File: src/rtl/cpu_control_unit.sv
// cpu_control_unit: registered decoder from instruction class code to datapath controls.
// Codes 12-15 are illegal and decode to an all-zero NOP.
module cpu_control_unit (
   input  logic       clk,
   input  logic       rst_n,
   input  logic [3:0] signalCommand,
   output logic       jump,
   output logic       jr_sel,
   output logic       jal_sel_d,
   output logic       jal_sel_addr,
   output logic       mem_to_reg,
   output logic       mem_write,
   output logic       branch,
   output logic [2:0] alu_sel,
   output logic [2:0] alui_sel,
   output logic       alu_src_sel,
   output logic       reg_dest
);
   localparam logic [3:0] OP_LW = 4'd0, OP_SW = 4'd1, OP_J = 4'd2, OP_JR = 4'd3,
                          OP_JAL = 4'd4, OP_BEQ = 4'd5, OP_BNE = 4'd6, OP_XORI = 4'd7,
                          OP_ADDI = 4'd8, OP_ADD = 4'd9, OP_SUB = 4'd10, OP_SLT = 4'd11;
   logic [3:0]  w_op;
   logic [14:0] w_ctl;
   logic [14:0] r_ctl;
   logic [2:0]  w_alu_sel;
   logic [2:0]  w_alui_sel;
   assign w_op = signalCommand;
   assign w_alu_sel = (w_op == OP_BNE)                    ? 3'b110 :
                      (w_op == OP_BEQ || w_op == OP_SUB)  ? 3'b001 :
                      (w_op == OP_XORI)                   ? 3'b010 :
                      (w_op == OP_SLT)                    ? 3'b011 : 3'b000;
   assign w_alui_sel = (w_op == OP_XORI) ? 3'b010 : 3'b000;
   // Illegal codes match none of the terms below, so every field falls to 0.
   assign w_ctl = {
      w_op == OP_J || w_op == OP_JR || w_op == OP_JAL,
      w_op == OP_JR,
      w_op == OP_JAL,
      w_op == OP_JAL,
      w_op == OP_LW,
      w_op == OP_SW,
      w_op == OP_BEQ || w_op == OP_BNE,
      w_alu_sel,
      w_alui_sel,
      w_op == OP_LW || w_op == OP_SW || w_op == OP_ADDI || w_op == OP_XORI,
      w_op == OP_ADD || w_op == OP_SUB || w_op == OP_SLT
   };
   always_ff @(posedge clk or negedge rst_n) begin
      if (!rst_n) r_ctl <= '0;
      else        r_ctl <= w_ctl;
   end
   assign {jump, jr_sel, jal_sel_d, jal_sel_addr, mem_to_reg, mem_write, branch,
           alu_sel, alui_sel, alu_src_sel, reg_dest} = r_ctl;
endmodule

File: config.mk
export PLATFORM = sky130hd
export DESIGN_NAME = cpu_control_unit
export DESIGN_NICKNAME = d
export VERILOG_FILES = /design/src/rtl/cpu_control_unit.sv
export SDC_FILE = /design/constraint.sdc
export NUM_CORES = 1
export LEC_CHECK = 0
export ABC_CLOCK_PERIOD_IN_PS = 800
export CORE_AREA = 4 4 41 43
export DETAILED_ROUTE_END_ITERATION = 8
export DIE_AREA = 0 0 45 47
export PLACE_DENSITY = 0.69
export SYNTH_ARGS = -nofsm -noshare
export SYNTH_HDL_FRONTEND = slang
export SYNTH_SLANG_ARGS = --single-unit
File: constraint.sdc
create_clock -name clk -period 0.8 [get_ports clk]
set_input_delay 0.2 -clock clk [delete_from_list [all_inputs] [get_ports clk]]
set_output_delay 0.2 -clock clk [all_outputs]
set_load 0.02 [all_outputs]
==> results of run 1 <==
## repair_timing
action / in CTS / in global routing
endpoints found under the setup margin: 25 / 17
buffers inserted: 0 / 0
resized for setup: 84 / 2
gates cloned: 0 / 0
## cell usage in the layout (no fill, tap or decap), types with 2 or more instances in the layout
cell,netlist,final
dlygate4sd2_1,0,3
o22ai_1,2,2
and3_1,2,2
buf_4,3,5
conb_1,1,2
nor2_1,5,5
dfrtp_1,12,11
buf_6,1,13
clkbuf_4,0,3
nand2b_1,4,3
## logic make-up after synthesis
logic type,Yosys count,synth area share [%]
and+or+nand+nor,15,17.3
DFF,12,62.0
buffers and inverters,7,9.82
AOI/OAI and AO/OA,6,10.1
other,1,0.774
## metrics by stage
step                      utilization (%)  instances  power, W  TNS, ns  instance area [um2]
after global routing                 57.1         79   0.00130    -2.66                  743
after floorplan                         -         42  0.000762        0                  489
final                                57.1         79   0.00124    -2.23                  743
after CTS                            57.4         79   0.00126    -2.39                  747
after global placement               53.9         75  0.000872    -9.25                  702
after detailed placement             53.9         75  0.000875    -9.51                  702
## power by group through the flow
stage	sequential (W)	clock (W)	combinational, W
after global routing	0.000645	0.000411	0.000245
after CTS	0.000642	0.000387	0.000230
after detailed placement	0.000649	0	0.000227
after global placement	0.000648	0	0.000223
final	0.000642	0.000370	0.000227
after floorplan	0.000682	0	0.0000793
## worst paths after layout
check                                 endpoint  depth (start not counted)  slack, ns           startpoint
min                         r_ctl[6]$_DFF_PN0_                          2       0.26                rst_n
max in group asynchronous  r_ctl[12]$_DFF_PN0_                          2       0.43                rst_n
min in group clk           r_ctl[10]$_DFF_PN0_                          2       0.27     signalCommand[1]
max                               jal_sel_addr                          1      -0.22  r_ctl[12]$_DFF_PN0_
## layout make-up
cell class	instances	area, um2	share of cell area (%)
Multi-Input combinational cell	23	148	19.9
Inverter	1	3.75	0.505
Timing Repair Buffer	24	245	33.0
Tap cell	15	18.8	2.53
Sequential cell	12	302	40.6
Clock buffer	4	26.3	3.54
## layer usage
| metal | wire [um] | vias up | part of all wire (%) |
|---|---|---|---|
| met4 | 11 | 0 | 1.3 |
| met1 | 323 | 164 | 37 |
| met5 | 0 | - | 0 |
| li1 | - | 177 | - |
| met2 | 437 | 22 | 51 |
| met3 | 90 | 2 | 10 |
==> impl_metrics.env, run 1 <==
export IMPL_cts_tree="done"
export IMPL_io_pins=21
export IMPL_leakage_nw=0.379
export IMPL_dp_slack_ns=-0.519
export IMPL_critPathKind="flop to output pin"
export IMPL_peakVddDrop_mv=0.811
export IMPL_cp_cell_sequence="buf_6"
export IMPL_synth_most_common_cell="dfrtp_1"
export IMPL_yosysWarningCount=0
export IMPL_synth_top_area_share_pct=62.0
export IMPL_p_clk_share_pct=29.8
export IMPL_rsz0062_at_grt="yes"
export IMPL_drtIter0Drc=17
export IMPL_drc=0
export IMPL_cts_hold_fix_buffers=0
export IMPL_drive_above_1_share_pct=43.8
export IMPL_p_sw_w=0.000304
export IMPL_max_freq_ghz=0.985
export IMPL_rows=13
export IMPL_largestRegisters="r_ctl x12"
export IMPL_fin_crit_ns=1.02
export IMPL_cpPeakStageDelay_ns=0.42
export IMPL_cts_buffers=3
export IMPL_p_comb_share_pct=18.4
export IMPL_grtUsageMet2_pct=13.6
export IMPL_wirelength_um=863
export IMPL_clk_pin_slew_worst_paths_ns=0.07
export IMPL_core_area_um2=1300
export IMPL_grt_max_degree=13
export IMPL_critPathMaxFanout=2
export IMPL_grt_first_pass_wirelength_um=1350
export IMPL_outcome="finished with violations"
export IMPL_hold_viol=0
export IMPL_start_kind="flop"
export IMPL_synth_edff_count=0
export IMPL_regMostFlops="r_ctl"
export IMPL_intPower_w=0.000936
export IMPL_grt_pass1_vias=317
export IMPL_yosys_top_cells_count="dfrtp_1, nor2_1, nand2b_1, buf_4"
export IMPL_required_ns=0.60
export IMPL_seq_area_frac_synth_pct=62.0
export IMPL_fillCellCount=133
export IMPL_yosysUniqueCellTypes=18
export IMPL_setup_ws_ns=-0.215
export IMPL_ant_nets=0
export IMPL_dieWidth_um=45
export IMPL_diodes=0
export IMPL_synth_ff_latch_count=12
export IMPL_pwr_share_seq_pct=51.8
export IMPL_drt_pass1_iter_count=4
export IMPL_hold_class="input pin to async pin"
export IMPL_postSynthAreaPerCell_um2=11.8
export IMPL_crit_buf_inv=1
export IMPL_grt_overflow=0
export IMPL_whs_ns=0.258
export IMPL_numPortBuffers=18
export IMPL_busiest_layer="met2"
export IMPL_end_kind="output pin"
export IMPL_dp_hpwl_um=649
export IMPL_setup_viol=13
export IMPL_routedWlPerCell_um=10.9
export IMPL_path_delay_family="flip-flops"
export IMPL_synthArstFlopShare_pct=100
export IMPL_clock_sinks=12
export IMPL_yosys_most_used_dff="dfrtp_1"
export IMPL_htree_levels=1
export IMPL_fin_nets=71
export IMPL_met3_usage_pct=2.30
export IMPL_grt_usage_pct=9.48
export IMPL_synth_area_top_cells="dfrtp_1, nand2b_1, buf_4, nor2_1, o32ai_2"
export IMPL_cts_buffer_depth=2
export IMPL_sw_frac_of_total_pct=24.5
export IMPL_cpMaxStageDelayCell="dfrtp_2"
export IMPL_routabilityCongestion=0.758
export IMPL_maxCapViolCount=0
export IMPL_die_height_um=47
export IMPL_area_delta_synth_final_pct=53.5
export IMPL_cts_root_buffer="clkbuf_4"
export IMPL_fin_crit_sh_pct=127
export IMPL_synth_top_area_cell="dfrtp_1"
export IMPL_netlist_instances=41
export IMPL_violations="negative setup slack"
export IMPL_drv_slew=0
export IMPL_die_area_um2=2120
export IMPL_powerDensity_nw_per_um2=1670
export IMPL_syn_area_um2=484
export IMPL_via_count=365
export IMPL_crit_arrival_ns=0.82
export IMPL_vias_per_cell=4.62
export IMPL_grt_use_met1_pct=11.0
export IMPL_start_util_pct=37.2
export IMPL_largest_reg_flops=12
export IMPL_antenna_found_initial=0
No activity file was read; power rests on OpenSTA's default activity.
==> run 2, diff against run 1 <==
--- a/config.mk
+++ b/config.mk
@@ -6,10 +6,12 @@
 export NUM_CORES = 1
 export LEC_CHECK = 0
 export ABC_CLOCK_PERIOD_IN_PS = 800
-export CORE_AREA = 4 4 41 43
+export CAP_MARGIN = 20
+export CORE_AREA = 2 2 39 41
 export DETAILED_ROUTE_END_ITERATION = 8
-export DIE_AREA = 0 0 45 47
+export DIE_AREA = 0 0 41 43
 export PLACE_DENSITY = 0.69
+export SLEW_MARGIN = 20
 export SYNTH_ARGS = -nofsm -noshare
 export SYNTH_HDL_FRONTEND = slang
 export SYNTH_SLANG_ARGS = --single-unit
==> run 2 against run 1 <==
The run still ends with negative setup slack left. Flip-flop and latch count unchanged. Non-clock buffer count grew 4. Combinational power rose by 11%. Highest routed layer unchanged. Largest cell class unchanged.
==> impl_metrics.env, run 2 (synthesis results as in run 1) <==
export IMPL_largestRegisters="r_ctl x12"
export IMPL_whs_ns=0.244
export IMPL_grt_max_degree=13
export IMPL_dieWidth_um=41
export IMPL_fin_nets=75
export IMPL_crit_buf_inv=1
export IMPL_antenna_found_initial=0
export IMPL_largest_reg_flops=12
export IMPL_regArea_um2=302
export IMPL_violations="negative setup slack"
export IMPL_numPortBuffers=18
export IMPL_cpMaxStageDelayCell="dfrtp_2"
export IMPL_dp_hpwl_um=617
export IMPL_clk_pin_slew_worst_paths_ns=0.07
export IMPL_cts_buffers=3
export IMPL_diodes=0
export IMPL_setup_ws_ns=-0.217
export IMPL_multi_input_area_um2=156
export IMPL_cpPeakStageDelay_ns=0.42
export IMPL_clock_sinks=12
export IMPL_die_area_um2=1760
export IMPL_cts_root_buffer="clkbuf_4"
export IMPL_cts_tree="done"
export IMPL_leakage_nw=0.402
export IMPL_cts_buffer_depth=2
export IMPL_area_delta_synth_final_pct=63.3
export IMPL_crit_arrival_ns=0.82
export IMPL_rows=14
export IMPL_fillCellCount=134
export IMPL_grt_pass1_vias=336
export IMPL_start_util_pct=35.0
export IMPL_critPathKind="flop to output pin"
export IMPL_setup_viol=13
export IMPL_drtIter0Drc=1
export IMPL_fin_crit_ns=1.02
export IMPL_routabilityCongestion=0.788
export IMPL_end_kind="output pin"
export IMPL_htree_levels=1
export IMPL_layout_cells_non_filler=84
export IMPL_final_common_cell="buf_6"
export IMPL_drv_slew=0
export IMPL_fin_crit_sh_pct=127
export IMPL_hold_viol=0
export IMPL_powerDensity_nw_per_um2=1620
export IMPL_core_area_um2=1380
export IMPL_dpl_cell_area_um2=711
export IMPL_grt_first_pass_wirelength_um=1540
export IMPL_drc=0
export IMPL_required_ns=0.60
export IMPL_drt_pass1_iter_count=2
export IMPL_path_delay_family="flip-flops"
export IMPL_drive_above_1_share_pct=48.5
export IMPL_ant_nets=0
export IMPL_io_pins=21
export IMPL_start_kind="flop"
export IMPL_grt_overflow=0
export IMPL_critPathMaxFanout=2
export IMPL_max_freq_ghz=0.983
export IMPL_via_count=371
export IMPL_routedWlPerCell_um=11.5
export IMPL_final_cell_mix="buf_6, dfrtp_1, buf_4"
export IMPL_regMostFlops="r_ctl"
export IMPL_fin_area_um2=791
export IMPL_cts_hold_fix_buffers=0
export IMPL_cp_cell_sequence="buf_6"
export IMPL_vias_per_cell=4.42
export IMPL_grt_usage_pct=14.3
export IMPL_maxCapViolCount=0
export IMPL_outcome="finished with violations"
export IMPL_rsz0062_at_grt="yes"
export IMPL_die_height_um=43
export IMPL_wirelength_um=962
export IMPL_peakVddDrop_mv=0.756
export IMPL_hold_class="input pin to async pin"
export IMPL_dpl_cell_count=77
[run 2: changes by cell type in the layout (fill, tap and decap cells not counted), sizes merged]
| cell | previous run | this run |
|---|---|---|
| buf | 19 | 23 |
| dlygate4sd2 | 3 | 4 |
| clkbuf | 5 | 4 |
[run 2: what timing repair did]
item	in CTS	in global routing
setup endpoints to repair	25	16
cloned	1	0
resized for setup	86	2
setup buffers	2	0
[run 2: path summary, 6_finish.rpt]
check,start,endpoint,depth (start not counted)
max in group asynchronous,rst_n,r_ctl[12]$_DFF_PN0_,2
setup / recovery,r_ctl[12]$_DFF_PN0_,jal_sel_addr,1
min in group clk,signalCommand[1],r_ctl[10]$_DFF_PN0_,3
hold / removal,rst_n,r_ctl[6]$_DFF_PN0_,2
[run 2: cell type report]
type / count / share of cell area, %
clock buffer: 4 / 3.32
inverter: 1 / 0.475
multi-input combinational: 23 / 19.8
sequential: 12 / 38.1
tap: 16 / 2.53
timing repair buffer: 28 / 35.8
[run 2: where the power goes]
group / internal (W) / leakage (nW) / switching (W)
Sequential: 0.000631 / 0.160 / 0.0000112
Combinational: 0.000128 / 0.227 / 0.000123
Clock: 0.000193 / 0.0150 / 0.000193
Total: 0.000952 / 0.402 / 0.000327
[run 2: routing by layer]
metal,vias up,wire [um],GRT usage [%]
met5,-,0,0
li1,184,-,-
met1,170,385,16.6
met3,4,59,5.24
met2,13,481,18.8
met4,0,36,14.0
[run 2: through the flow]
stage               worst slack [ns]  util, %  power [W]  TNS [ns]
global placement              -0.478     51.4   0.000876     -9.03
detailed placement            -0.508     51.4   0.000879     -9.33
CTS                           -0.229     56.5    0.00129     -2.46
finish                        -0.217     57.1    0.00128     -2.33
floorplan                    0.00433        -   0.000762         0
global route                  -0.252     57.1    0.00135     -2.72
==> run 3, diff against run 2 <==
--- a/config.mk
+++ b/config.mk
@@ -7,9 +7,10 @@
 export LEC_CHECK = 0
 export ABC_CLOCK_PERIOD_IN_PS = 800
 export CAP_MARGIN = 20
-export CORE_AREA = 2 2 39 41
+export CORE_AREA = 4 4 41 43
 export DETAILED_ROUTE_END_ITERATION = 8
-export DIE_AREA = 0 0 41 43
+export DIE_AREA = 0 0 45 47
+export HOLD_SLACK_MARGIN = 0.03
 export PLACE_DENSITY = 0.69
 export SLEW_MARGIN = 20
 export SYNTH_ARGS = -nofsm -noshare
==> results of run 3 <==
The final DEF is identical to that of run 1; final timing and power are the same.
